### config.mk
export PLATFORM = sky130hd
export DESIGN_NAME = debug_reg_dumper
export DESIGN_NICKNAME = d
export VERILOG_FILES = /design/src/rtl/debug_reg_dumper.sv
export SDC_FILE = /design/constraint.sdc
export NUM_CORES = 1
export LEC_CHECK = 0
export ABC_CLOCK_PERIOD_IN_PS = 4250
export BUFFER_PORTS_ARGS = -buffer_cell sky130_fd_sc_hd__buf_2
export CAP_MARGIN = 30
export CORE_MARGIN = 5
export CORE_UTILIZATION = 58
export DETAILED_ROUTE_END_ITERATION = 10
export PLACE_DENSITY_LB_ADDON = 0.12
export SYNTH_ARGS = -nofsm -noshare
export SYNTH_HDL_FRONTEND = slang
export SYNTH_SLANG_ARGS = --single-unit
### constraint.sdc
create_clock -name clk -period 4.25 [get_ports clk]
set_input_delay 0.6375 -clock clk [delete_from_list [all_inputs] [get_ports clk]]
set_output_delay 0.6375 -clock clk [all_outputs]
set_load 0.01 [all_outputs]
### src/rtl/debug_reg_dumper.sv
// Scans the 32 architectural registers through the datapath debug port and streams them out
// as big-endian 8N1 UART bytes. Define DEBUG_DUMP_PC_EN to append the fetch PC as a 33rd word.
module debug_reg_dumper #(
  parameter int CLKS_PER_BIT = 868
) (
  input  logic        clk,
  input  logic        reset,
  input  logic        start,
  input  logic [31:0] dbg_data,
  input  logic [31:0] pc_in,
  output logic [4:0]  dbg_sel,
  output logic        tx,
  output logic        busy,
  output logic        done
);

  localparam int DATA_W = 32;
  localparam int BAUD_W = (CLKS_PER_BIT > 1) ? $clog2(CLKS_PER_BIT) : 1;
  localparam logic [BAUD_W-1:0] BAUD_MAX = BAUD_W'(CLKS_PER_BIT - 1);
`ifdef DEBUG_DUMP_PC_EN
  localparam logic [5:0] LAST_WORD = 6'd32;
`else
  localparam logic [5:0] LAST_WORD = 6'd31;
`endif

  typedef enum logic [2:0] {
    S_IDLE,
    S_SELECT,
    S_CAPTURE,
    S_TX_START,
    S_TX_DATA,
    S_TX_STOP,
    S_FINISH
  } state_t;

  // Byte idx 0 is the most significant byte: words leave big-endian.
  function automatic logic [7:0] byte_of(input logic [DATA_W-1:0] word, input logic [1:0] idx);
    case (idx)
      2'd0:    byte_of = word[31:24];
      2'd1:    byte_of = word[23:16];
      2'd2:    byte_of = word[15:8];
      default: byte_of = word[7:0];
    endcase
  endfunction

  function automatic logic [4:0] sel_for(input logic [5:0] w);
    sel_for = (w > 6'd31) ? 5'd31 : w[4:0];
  endfunction

  state_t              state_q, state_d;
  logic [BAUD_W-1:0]   baud_q, baud_d;
  logic [2:0]          bit_q, bit_d;
  logic [1:0]          byte_q, byte_d;
  logic [5:0]          word_q, word_d;
  logic [DATA_W-1:0]   word_buf_q, word_buf_d;
  logic [7:0]          shift_q, shift_d;
  logic [4:0]          sel_q, sel_d;
  logic                tx_q, tx_d;
  logic                busy_q, busy_d;
  logic                done_q, done_d;
  logic [DATA_W-1:0]   cap_word;
  logic                baud_end;

`ifdef DEBUG_DUMP_PC_EN
  assign cap_word = (word_q == 6'd32) ? pc_in : dbg_data;
`else
  logic unused_pc;
  assign unused_pc = ^pc_in;
  assign cap_word  = dbg_data;
`endif

  assign baud_end = (baud_q == BAUD_MAX);

  always_comb begin
    state_d    = state_q;
    baud_d     = baud_q;
    bit_d      = bit_q;
    byte_d     = byte_q;
    word_d     = word_q;
    word_buf_d = word_buf_q;
    shift_d    = shift_q;
    sel_d      = sel_q;
    busy_d     = busy_q;
    done_d     = 1'b0;
    tx_d       = 1'b1;

    case (state_q)
      S_IDLE: begin
        if (start) begin
          state_d = S_SELECT;
          busy_d  = 1'b1;
          word_d  = 6'd0;
          sel_d   = 5'd0;
        end
      end

      // dbg_sel already points at the word; this cycle lets the register-file read settle.
      S_SELECT: state_d = S_CAPTURE;

      S_CAPTURE: begin
        word_buf_d = cap_word;
        byte_d     = 2'd0;
        bit_d      = 3'd0;
        baud_d     = '0;
        shift_d    = byte_of(cap_word, 2'd0);
        state_d    = S_TX_START;
      end

      S_TX_START: begin
        if (baud_end) begin
          baud_d  = '0;
          bit_d   = 3'd0;
          state_d = S_TX_DATA;
        end else begin
          baud_d = baud_q + 1'b1;
        end
      end

      S_TX_DATA: begin
        if (baud_end) begin
          baud_d  = '0;
          shift_d = {1'b0, shift_q[7:1]};
          if (bit_q == 3'd7) begin
            state_d = S_TX_STOP;
          end else begin
            bit_d = bit_q + 3'd1;
          end
        end else begin
          baud_d = baud_q + 1'b1;
        end
      end

      S_TX_STOP: begin
        if (baud_end) begin
          baud_d = '0;
          if (byte_q != 2'd3) begin
            byte_d  = byte_q + 2'd1;
            shift_d = byte_of(word_buf_q, byte_q + 2'd1);
            state_d = S_TX_START;
          end else if (word_q != LAST_WORD) begin
            word_d  = word_q + 6'd1;
            sel_d   = sel_for(word_q + 6'd1);
            state_d = S_SELECT;
          end else begin
            busy_d  = 1'b0;
            done_d  = 1'b1;
            state_d = S_FINISH;
          end
        end else begin
          baud_d = baud_q + 1'b1;
        end
      end

      S_FINISH: state_d = S_IDLE;

      default: state_d = S_IDLE;
    endcase

    // tx follows the next state so the line register stays aligned with state_q.
    if (state_d == S_TX_START) begin
      tx_d = 1'b0;
    end else if (state_d == S_TX_DATA) begin
      tx_d = shift_d[0];
    end
  end

  always_ff @(posedge clk) begin
    if (reset) begin
      state_q    <= S_IDLE;
      baud_q     <= '0;
      bit_q      <= 3'd0;
      byte_q     <= 2'd0;
      word_q     <= 6'd0;
      word_buf_q <= '0;
      shift_q    <= 8'd0;
      sel_q      <= 5'd0;
      tx_q       <= 1'b1;
      busy_q     <= 1'b0;
      done_q     <= 1'b0;
    end else begin
      state_q    <= state_d;
      baud_q     <= baud_d;
      bit_q      <= bit_d;
      byte_q     <= byte_d;
      word_q     <= word_d;
      word_buf_q <= word_buf_d;
      shift_q    <= shift_d;
      sel_q      <= sel_d;
      tx_q       <= tx_d;
      busy_q     <= busy_d;
      done_q     <= done_d;
    end
  end

  assign dbg_sel = sel_q;
  assign tx      = tx_q;
  assign busy    = busy_q;
  assign done    = done_q;

endmodule

### After elaboration in Yosys (flattened, before gate mapping)

Cells that the tools add are included.
Widths: inputs -> output; s select.

* output and inout port bits: 8
* flip-flop bits (word level): 72
* input port bits: 67
* logic and storage cells: 96

* equal/unequal tests: 22
* reduce and logical (&&, ||, !) cells: 14
* magnitude comparators: 1
* bitwise operators: 2
* muxes and demuxes: 41
* add/sub/neg operators: 4

Operator list (count)
* $pmux 8 s3: 2
* $mux 3: 10
* $mux 5: 5
* $mux 6: 4
* $mux 8: 3
* $ne 2x2->1 const B: 10
* $pmux 10 s2: 1
* $pmux 3 s6: 1
* $eq 3x3->1 const B: 4
* $pmux 6 s2: 1
* $add 10x1->10 const B: 1
* $eq 10x10->1 const B: 1
* $mux 10: 1
* $pmux 5 s2: 1
* $reduce_and 5->1: 2
* $eq 3x2->1 const B: 3
* $pmux 3 s3: 1
* $reduce_and 4->1: 2
* $mux 1: 7
* $add 6x1->6 const B: 1
* $gt 6x5->1 const B: 1
* $ne 6x5->1 const B: 1
* $reduce_bool 2->1: 3
* $reduce_bool 3->1: 2
* 14 further kinds: 16

### Depth between registers and ports, before layout

Gate-level depths: netlist of run 1.

* depth after elaboration: 8
* gate-level depth with buffers: 9
* mapped depth without buffers: 8

### Worst setup path after synthesis of run 1

Ideal clock, no wire load.

* kind: input -> register
* start point: in start
* end point: reg word_q[2]
* path buffers: 0
* library setup time: 70 ps
* required time: 4180 ps
* cell stages on the path: 5
* setup slack: 2190 ps
* data arrival time: 1989 ps
* path through: or3b_1 -> a21oi_4 -> a31oi_1 -> or4b_1 -> a21oi_1

* longest elaborated chain between the ends: 2

Ends and longest elaborated chain
* from (decl): line 8 `input logic start,`
* $ne 2x2->1 (no line)
* $reduce_and 5->1 (no line)
* to (signal assigned): line 185 `word_q <= word_d;`
* to (decl): line 54 `logic [5:0] word_q, word_d;`

Every way passes these cells.
A chain may end at the register's enable or synchronous reset.

### Worst setup path after layout of run 1

* start point: reg byte_q[0]
* end point: reg word_q[2]

* longest elaborated chain between the ends: 3

Ends and longest elaborated chain
* from (decl): line 53 `logic [1:0] byte_q, byte_d;`
* from (signal assigned): line 184 `byte_q <= byte_d;`
* $ne 2x2->1: line 136 `if (byte_q != 2'd3) begin`
* $ne 2x2->1 (no line)
* $reduce_and 5->1 (no line)

Every way passes these cells.

==> run summary, run 1 <==
Flops & latches, synth: 72
Status: finished, final reports clean
Maximum vdd ir drop: 247.2 µV
Worst-margin pin slew: 0.7149 ns
DR WL met3: 459 µm
Area taken by multi-input logic gates: 1763 µm²
Area grow syn2layout: 11.94%
Hpwl dp: 5.176 mm
CP Cell Sequence: ha_1, nand3_1, a21oi_4, a31oi_1, clkbuf_4, or4b_1, a21oi_1
Startpoint Class: flip-flop
CORE AREA: 5574 µm²
Fin crit share: 0.5305
Port bufs: 42
Via density: 5.842
Wire per inst: 14.33 µm
Critical path type: flip-flop to flip-flop
Average size of a mapped cell: 7.968 µm²
Power Total: 1.377 mW
Worst Setup End Kind: flip-flop
Synth unique cells: 48
Slowest cell on the critical path: or4b_1
Most used DFF post-synth: dfxtp_1
Hold_buf cts: 0
GR Overflow Total: 0
Worst-skew pair later-pin latency: 0.35 ns
Max clock buf depth: 2
Leakage: 1.340 nW
Area share of the largest cell type after synthesis: 0.4297
Area contributors post-synth: dfxtp_1, nand2_1, a21oi_1
Leading area contributor after synthesis: dfxtp_1
Final nets: 526
Final GP Congestion: 0.8267
GR Util All Layers: 0.2132
Post-route minimum period: 2.255 ns
Share of cells above drive strength 1: 0.1586
Initial DRC Count: 205
Detailed Routing Iterations Pass 1: 5
Min-delay src: word_buf_q[29]$_SDFFE_PP0N_
HP Class: flip-flop to flip-flop
Initial Util: 0.6018
Max Fclk: 443.5 MHz
Family with the most delay on the worst path: simple AND/OR/NAND/NOR gates
CTS Root Buffer Type: clkbuf_8
# diodes: 0
Max-Cap Viols: 0
CTS tree: yes
Final setup TNS: 0 ns
Routed Antenna Nets: 0
Row count: 27
CP required: 4.52 ns
Initial antenna violation count: 0
Die height: 86.05 µm
Routed Wire Length: 7.539 mm
Met1 WL: 3.380 mm
IO Pins: 75
Synth warnings: 0
Sequential cell area: 1441 µm²
Reg2reg start: byte_q[0]$_SDFFE_PP0P_
# placed instances: 509
Post-synth EDFFs: 0
Post-CTS sizing: 0
CTS Sinks: 72
Final Hold Fails: 0
Slew headroom: 0.5234
Seq/Total Area, Yosys: 0.4297
CP bufs+invs: 1
Critical path origin: byte_q[0]$_SDFFE_PP0P_
TritonCTS buffer count: 9
Unrepaired setup endpoints after global routing: false
Worst Setup Slack, final: 1.995 ns
CP peak stage delay: 0.50 ns
Top sig layer: met4
Post-Syn Area: 3354 µm²
Die Span X: 86.05 µm
Routed wl met2: 3.572 mm
Layout filler cell count: 495
Power Density: 366.7 nW/µm²
Synth Instances: 421
Post-CTS Setup Bufs: 0
Net Count, Synth: 498
Critical-path maximum fanout: 14
Slew Limit Fails: 0
First-pass GRT wire length: 12.79 mm
Drt drc: 0
H-tree Lvls: 3
Vias in the first global route: 2856
Clock Skew: 0.01124 ns
Arr. time, crit path: 2.53 ns
Setup Viol. Count Final: 0
Clock-pin slew on the worst setup and hold paths: 0.08 ns
Largest net degree at the start of global routing: 42
Die area: 7405 µm²
Setup Slack @ Placement: 1.568 ns
DR vias: 3073
Ys async rst share: 0
Fin cells: 526
==> Yosys cell counts, types with 4 or more instances <==
library cell   n
inv_1          7
nand2b_1       4
dfxtp_1       72
xnor2_1        4
a21oi_1       66
nand2_1       96
o21ai_0       18
and3_1         4
nor2_1        26
a31oi_1        6
a222oi_1      14
ha_1          10
nand3_1       15
nor3_1         4
clkbuf_1      23
==> area by class of cell <==
class                      instances  share of cell area
multi-input combinational        312              0.4695
sequential                        72              0.3839
timing repair buffer              47             0.06598
clock buffer                      10             0.03399
tap                               72             0.02399
clock inverter                     6             0.01566
inverter                           7            0.006998
==> registers in the layout, indices dropped and copies added (netlist names) <==
signal / flops
word_buf_q: 32
baud_q: 10
shift_q: 8
word_q: 6
dbg_sel: 5
bit_q: 3
state_q: 3
byte_q: 2
busy: 1
done: 1
tx: 1
==> placed cells by master, fill, tap and decap left out, drive strengths merged, types with 2 or more instances in the layout <==
master	Yosys	layout
xnor2	4	4
and3	4	4
and3b	2	2
o31ai	3	3
dfxtp	72	72
nand3b	2	2
a22oi	2	2
ha	10	10
or4b	2	2
a21oi	67	67
nand4	3	3
a311oi	3	3
nor2b	2	2
nor3	5	5
clkinv	0	4
inv	7	8
nand2	96	96
nand3	15	15
a21o	2	2
o21ai	18	18
clkbuf	25	11
mux2i	2	2
nand4b	2	2
or2	3	3
nand2b	4	4
a41oi	2	2
nor2	27	27
a222oi	14	14
or3b	3	3
buf	5	46
a31oi	6	6
==> cells by family (layout without fill, tap and decap cells) <==
group           after synthesis  in the layout  synth area share
fa+ha+maj                    10             10           0.03730
buf+inv                      37             70           0.04550
xor+xnor                      4              4           0.01044
mux                           2              2          0.005968
flops                        72             72            0.4297
simple gates                175            175            0.2432
compound gates              121            121            0.2279
==> power by group <==
part | internal, mW | leakage (nW) | switching, mW | total, mW
clock network | 0.269 | 0.100 | 0.252 | 0.522
logic | 0.0537 | 0.656 | 0.0798 | 0.134
registers | 0.701 | 0.584 | 0.0212 | 0.722
==> per-stage QoR <==
stage | hold slack, ns | area [µm²] | utilization
finish | 0.4606 | 3755 | 0.6736
detailed placement | 0.4487 | 3561 | 0.6388
global route | 0.4767 | 3755 | 0.6736
CTS | 0.4599 | 3747 | 0.6723
floorplan | 0.4357 | 3354 | -
global placement | 0.4416 | 3561 | 0.6388
==> worst reg2reg max path: stages (launching register included) <==
cell and delay (ns):
dfxtp_1 0.43, ha_1 0.36, nand3_1 0.18, a21oi_4 0.25, a31oi_1 0.10, clkbuf_4 0.21, or4b_1 0.51, a21oi_1 0.15
==> metal layers <==
layer,vias to the layer above,GRT usage
met5,-,0
met4,0,0.08777
met3,12,0.03842
met2,88,0.3490
met1,1421,0.2758
li1,1552,-
==> path summary, 6_finish.rpt <==
kind | endpoint | slack (ns) | cells after the start
setup reg to reg | word_q[2]$_SDFFE_PP0P_ | 2.00 | 7
hold reg to reg | word_buf_q[29]$_SDFFE_PP0N_ | 0.46 | 2
setup / recovery | word_q[2]$_SDFFE_PP0P_ | 2.00 | 7
hold / removal | word_buf_q[29]$_SDFFE_PP0N_ | 0.46 | 2
(Power assumes the default switching activity.)
==> run 2, diff against run 1 <==
--- a/config.mk
+++ b/config.mk
@@ -5,11 +5,11 @@
 export SDC_FILE = /design/constraint.sdc
 export NUM_CORES = 1
 export LEC_CHECK = 0
-export ABC_CLOCK_PERIOD_IN_PS = 4250
+export ABC_CLOCK_PERIOD_IN_PS = 2300
 export BUFFER_PORTS_ARGS = -buffer_cell sky130_fd_sc_hd__buf_2
 export CAP_MARGIN = 30
 export CORE_MARGIN = 5
-export CORE_UTILIZATION = 58
+export CORE_UTILIZATION = 54
 export DETAILED_ROUTE_END_ITERATION = 10
 export PLACE_DENSITY_LB_ADDON = 0.12
 export SYNTH_ARGS = -nofsm -noshare
==> constraint.sdc (replaced) <==
create_clock -name clk -period 2.3 [get_ports clk]
set_input_delay 0.345 -clock clk [delete_from_list [all_inputs] [get_ports clk]]
set_output_delay 0.345 -clock clk [all_outputs]
set_load 0.01 [all_outputs]
==> run 2 against run 1 <==
Combinational power rose by 98%. Total power up 78%. Sequential share of layout area shrank 0.91 points. Sequential cell count is the same. Non-clock buffer count up 11. Critical path depth fell by 1. Cell area up 2.4%. Core utilization is 3.2 points lower. Via count rose by 1.1%. Critical path type unchanged.
==> run summary, run 2 (same netlist as run 1, synthesis figures left out) <==
Setup Slack @ Placement: 0.1200 ns (-1.448 ns)
Critical-path maximum fanout: 14 (unchanged)
CP Cell Sequence: or3b_1, o31ai_2, a31oi_1, buf_4, or4b_1, a21oi_1
CP peak stage delay: 0.50 ns (about the same)
CORE AREA: 5991 µm² (+7.5%)
Clock network power share: 0.351 (-0.028)
Final GP Congestion: 0.8242 (-0.30%)
First-pass GRT wire length: 12.83 mm (+0.33%)
Placed inst area: 3667 µm² (+3.0%)
Initial antenna violation count: 0 (unchanged)
Wire per inst: 14.31 µm (-0.19%)
Share of cells above drive strength 1: 0.1806 (+0.02205)
Reg with most FFs: word_buf_q
GR Overflow Total: 0 (unchanged)
Slew headroom: 0.5656 (+0.04226)
Post-CTS Setup Bufs: 0 (unchanged)
CP required: 2.57 ns (-1.95 ns)
Max Fclk: 474.2 MHz (+6.9%)
Worst Setup End Kind: flip-flop
Slew Limit Fails: 0 (unchanged)
Arr. time, crit path: 2.38 ns (-0.15 ns)
TritonCTS buffer count: 9 (unchanged)
Post-CTS sizing: 0 (unchanged)
WP depth: 6 (-1)
Post-route cell area: 3846 µm² (+2.4%)
Initial DRC Count: 195 (-4.9%)
Fin crit share: 0.9168 (+0.3863)
Routed Wire Length: 7.725 mm (+2.5%)
Critical path type: flip-flop to flip-flop
Vias in the first global route: 2774 (-2.9%)
Most common cell after layout, fill and taps aside: nand2_1
H-tree Lvls: 3 (unchanged)
Slowest cell on the critical path: or4b_1
Post-route minimum period: 2.109 ns (-0.1460 ns)
Max-Cap Viols: 0 (unchanged)
Largest registers: word_buf_q x32, baud_q x10, shift_q x8
Combinational Power Share: 0.108 (+0.011)
Final setup TNS: 0 ns (unchanged)
Fin cells: 540 (+2.7%)
Initial Util: 0.5599 (-0.04185)
Largest net degree at the start of global routing: 41 (-2.4%)
Via density: 5.752 (-1.5%)
DR vias: 3106 (+1.1%)
Layout filler cell count: 535 (+8.1%)
Leakage: 1.388 nW (+3.6%)
Final Hold Fails: 0 (unchanged)
# placed instances: 524 (+2.9%)
# diodes: 0 (unchanged)
Power Total: 2.454 mW (+78%)
Max reg flops: 32 (unchanged)
Hold_buf cts: 0 (unchanged)
Detailed Routing Iterations Pass 1: 5 (unchanged)
Area grow syn2layout: 14.66%
Pint: 1.821 mW (+78%)
Switch share: 0.2579 (+0.001369)
CTS Sinks: 72 (unchanged)
CTS Root Buffer Type: clkbuf_8
Clock Skew: 0.006871 ns (-0.004366 ns)
Row count: 28 (+3.7%)
CTS tree: yes
Worst-skew pair later-pin latency: 0.34 ns (about the same)
Die Span X: 88.82 µm (+3.2%)
Power Density: 637.9 nW/µm² (+74%)
Clock-pin slew on the worst setup and hold paths: 0.07 ns (about the same)
HP Class: input port to flip-flop
Final nets: 537 (+2.1%)
Maximum vdd ir drop: 393.0 µV (+59%)
Worst-margin pin slew: 0.6515 ns (-0.06339 ns)
FF-to-FF path depth: 6 (-1)
Max clock buf depth: 2 (unchanged)
Port bufs: 42 (unchanged)
Commonest non-fill, non-tap cells in the layout: nand2_1, dfxtp_1, a21oi_1
Hpwl dp: 5.301 mm (+2.4%)
Startpoint Class: flip-flop
Hold_ws: 0.2322 ns (-0.2283 ns)
Die height: 88.82 µm (+3.2%)
Drt drc: 0 (unchanged)
Hold Path Cell Cnt: 3 (+1)
Worst Setup Slack, final: 0.1914 ns (-1.804 ns)
Family with the most delay on the worst path: simple AND/OR/NAND/NOR gates
Setup Viol. Count Final: 0 (unchanged)
Switch Pwr: 632.7 µW (+79%)
Status: finished, final reports clean
CP bufs+invs: 1 (unchanged)
Core Util, Final: 0.6420 (-0.03160)
Die area: 7888 µm² (+6.5%)
Routed Antenna Nets: 0 (unchanged)
GR Util All Layers: 0.2063 (-0.006964)
Reg power frac: 0.541 (+0.017)
IO Pins: 75 (unchanged)
run 2: path summary, 6_finish.rpt:
check	startpoint	end	slack, ns
hold / removal	dbg_data[4]	word_buf_q[4]$_SDFFE_PP0N_	0.23
setup / recovery	baud_q[8]$_SDFFE_PP0P_	word_q[2]$_SDFFE_PP0P_	0.19
setup reg to reg	baud_q[8]$_SDFFE_PP0P_	word_q[2]$_SDFFE_PP0P_	0.19
hold reg to reg	word_buf_q[24]$_SDFFE_PP0N_	word_buf_q[24]$_SDFFE_PP0N_	0.46
run 2: cell type report:
class / instances / area (µm²) / share of cell area
multi-input cells: 312 / 1775 / 0.4616
flip-flops and latches: 72 / 1441 / 0.3748
repair buffers: 58 / 342.8 / 0.08913
clock buffers: 13 / 148.9 / 0.03871
well taps: 75 / 93.84 / 0.02440
inverters: 7 / 26.28 / 0.006831
clock inverters: 3 / 17.52 / 0.004554
run 2: worst reg2reg max path, stage by stage (launching register included):
cell	delay, ns
dfxtp_1	0.39
or3b_1	0.42
o31ai_2	0.27
a31oi_1	0.12
buf_4	0.19
or4b_1	0.50
a21oi_1	0.15
run 2: metal layers:
metal / wire length (µm) / vias to the layer above / GRT usage
li1: - / 1566 / -
met5: 0 / - / 0
met1: 3664 / 1446 / 0.2891
met3: 421 / 14 / 0.04469
met2: 3511 / 80 / 0.3104
met4: 127 / 0 / 0.07692
run 2: power by group through the flow:
| stage | Clock, mW | Combinational, mW | Sequential [mW] |
|---|---|---|---|
| after global routing | 0.938 | 0.299 | 1.33 |
| after floorplan | 0 | 0.187 | 1.34 |
| final | 0.860 | 0.265 | 1.33 |
| after detailed placement | 0 | 0.266 | 1.36 |
| after global placement | 0 | 0.262 | 1.35 |
| after CTS | 0.881 | 0.266 | 1.33 |
==> run 3, diff against run 2 <==
--- a/config.mk
+++ b/config.mk
@@ -11,7 +11,7 @@
 export CORE_MARGIN = 5
 export CORE_UTILIZATION = 54
 export DETAILED_ROUTE_END_ITERATION = 10
-export PLACE_DENSITY_LB_ADDON = 0.12
+export PLACE_DENSITY = 0.77
 export SYNTH_ARGS = -nofsm -noshare
 export SYNTH_HDL_FRONTEND = slang
 export SYNTH_SLANG_ARGS = --single-unit
==> run 3 against run 2 <==
Setup slack got worse by 0.024 ns. Critical path type unchanged. Combinational power fell by 2%. Clock power rose by 44%. Total power rose by 15%. Global-route usage fell by 0.55 points. Wire length fell by 0.18%. Clock skew rose by 0.0017 ns. Critical endpoint unchanged. Highest routed layer unchanged. Sequential power barely moved. Register-to-register slack got worse by 0.02 ns. Cell area rose by 2.3%. Die area did not move. First-iteration DRC count rose by 24%.
==> run summary, run 3 (same netlist as run 1, synthesis figures left out) <==
DR vias: 3111 (+0.16%)
GR Overflow Total: 0 (unchanged)
Wire per inst: 14.23 µm (-0.55%)
Fin crit share: 0.9274 (+0.01061)
Setup Slack @ Placement: 0.09471 ns (-0.02532 ns)
Critical Path End: word_q[2]$_SDFFE_PP0P_
Critical path type: flip-flop to flip-flop
CP Cell Sequence: ha_1, nand4bb_1, o31ai_2, a31oi_1, buf_4, or4b_1, a21oi_1
Largest net degree at the start of global routing: 40 (-2.4%)
Hold_ws: 0.2301 ns (-0.002131 ns)
First-pass GRT wire length: 12.53 mm (-2.3%)
Power Total: 2.826 mW (+15%)
Reg with most FFs: word_buf_q
Leakage: 1.436 nW (+3.5%)
Hold_buf cts: 0 (unchanged)
Port bufs: 42 (unchanged)
Post-route minimum period: 2.133 ns (+0.02441 ns)
FF-to-FF path depth: 7 (+1)
Core Util, Final: 0.6571 (+0.01504)
CTS Sinks: 72 (unchanged)
Max reg flops: 32 (unchanged)
CTS tree: yes
Critical-path maximum fanout: 14 (unchanged)
Post-CTS sizing: 0 (unchanged)
Reg2reg start: baud_q[0]$_SDFFE_PP0P_
# placed instances: 526 (+0.38%)
Worst Setup Slack, final: 0.1670 ns (-0.02441 ns)
Detailed Routing Iterations Pass 1: 7 (+2)
IO Pins: 75 (unchanged)
Initial antenna violation count: 0 (unchanged)
Layout filler cell count: 526 (-1.7%)
Die area: 7888 µm² (unchanged)
Setup Viol. Count Final: 0 (unchanged)
Worst Setup End Kind: flip-flop
Via density: 5.740 (-0.21%)
Initial Util: 0.5599 (unchanged)
Die Span X: 88.82 µm (unchanged)
Arr. time, crit path: 2.41 ns (+0.03 ns)
CTS Root Buffer Type: clkbuf_8
Fin cells: 542 (+0.37%)
Most common cell after layout, fill and taps aside: nand2_1
Slew headroom: 0.6532 (+0.08754)
Drt drc: 0 (unchanged)
Routed Antenna Nets: 0 (unchanged)
Initial DRC Count: 241 (+24%)
Slew Limit Fails: 0 (unchanged)
GR Util All Layers: 0.2008 (-0.005507)
Final Hold Fails: 0 (unchanged)
Post-CTS Setup Bufs: 0 (unchanged)
Power Density: 717.8 nW/µm² (+13%)
# diodes: 0 (unchanged)
H-tree Lvls: 3 (unchanged)
Max-Cap Viols: 0 (unchanged)
Commonest non-fill, non-tap cells in the layout: nand2_1, dfxtp_1, a21oi_1
Final setup TNS: 0 ns (unchanged)
Die height: 88.82 µm (unchanged)
RR Endpoint: word_q[2]$_SDFFE_PP0P_
Share of cells above drive strength 1: 0.1906 (+0.009933)
Area grow syn2layout: 17.34%
Max clock buf depth: 2 (unchanged)
Maximum vdd ir drop: 411.4 µV (+4.7%)
Final nets: 539 (+0.37%)
Worst-margin pin slew: 0.5202 ns (-0.1313 ns)
TritonCTS buffer count: 9 (unchanged)
Routed Wire Length: 7.711 mm (-0.18%)
CP peak stage delay: 0.50 ns (about the same)
Reg2Reg Setup Slack: 0.17 ns (-0.02 ns)
Row count: 28 (unchanged)
Slowest cell on the critical path: or4b_1
Largest registers: word_buf_q x32, baud_q x10, shift_q x8
Clock Skew: 0.008578 ns (+0.001707 ns)
Final GP Congestion: 0.8995 (+9.1%)
CP required: 2.58 ns (about the same)
Worst-skew pair later-pin latency: 0.35 ns (about the same)
Post-route cell area: 3936 µm² (+2.3%)
Status: finished, final reports clean
CORE AREA: 5991 µm² (unchanged)
Vias in the first global route: 2868 (+3.4%)
Max Fclk: 468.8 MHz (-1.1%)
Critical path origin: baud_q[0]$_SDFFE_PP0P_
Placed inst area: 3670 µm² (about the same)
Hpwl dp: 5.408 mm (+2.0%)
HP Class: input port to flip-flop
Clock-pin slew on the worst setup and hold paths: 0.08 ns (about the same)
Startpoint Class: flip-flop
-- run 3: cell count changes in the layout (fill, tap and decap cells not counted), sizes merged --
cell | previous run | this run
bufinv | 0 | 3
clkbuf | 13 | 11
buf | 58 | 60
clkinv | 2 | 1
-- run 3: how the worst min path moves through the flow --
stage / slack [ns] / depth (start not counted) / from / to
4_1_cts: 0.22 / 3 / dbg_data[17] / word_buf_q[17]$_SDFFE_PP0N_
3_3_place_gp: 0.44 / 2 / word_buf_q[24]$_SDFFE_PP0N_ / word_buf_q[24]$_SDFFE_PP0N_
5_1_grt: 0.22 / 3 / dbg_data[22] / word_buf_q[22]$_SDFFE_PP0N_
3_5_place_dp: 0.45 / 2 / word_buf_q[25]$_SDFFE_PP0N_ / word_buf_q[25]$_SDFFE_PP0N_
2_1_floorplan: 0.44 / 2 / word_buf_q[10]$_SDFFE_PP0N_ / word_buf_q[10]$_SDFFE_PP0N_
6_report: 0.23 / 3 / dbg_data[23] / word_buf_q[23]$_SDFFE_PP0N_
-- run 3: area by class of cell --
class / count / area [µm²] / area share
multi-input cells: 312 / 1775 / 0.4510
flip-flops and latches: 72 / 1441 / 0.3662
repair buffers: 60 / 345.3 / 0.08773
clock buffers: 11 / 151.4 / 0.03846
clock inverters: 5 / 102.6 / 0.02606
well taps: 75 / 93.84 / 0.02384
inverters: 7 / 26.28 / 0.006675
-- run 3: per-layer routing --
layer	GRT usage	wire, µm	vias up
met5	0	0	-
met4	0.07830	97	0
met3	0.04562	403	8
met2	0.3151	3618	81
met1	0.2679	3591	1449
li1	-	-	1573
-- run 3: worst max-delay path: cells and delay by family, from the launching register on --
kind	cells	cell delay, ns
and+or+nand+nor	2	0.69
AOI/OAI and AO/OA	3	0.60
DFF	1	0.37
adders and majority gates	1	0.22
buffers and inverters	1	0.19
-- run 3: power by group --
group	internal, mW	total (mW)	switching (mW)	leakage, nW
clock network	0.778	1.24	0.459	0.126
registers	1.30	1.33	0.0327	0.584
logic	0.104	0.261	0.157	0.727
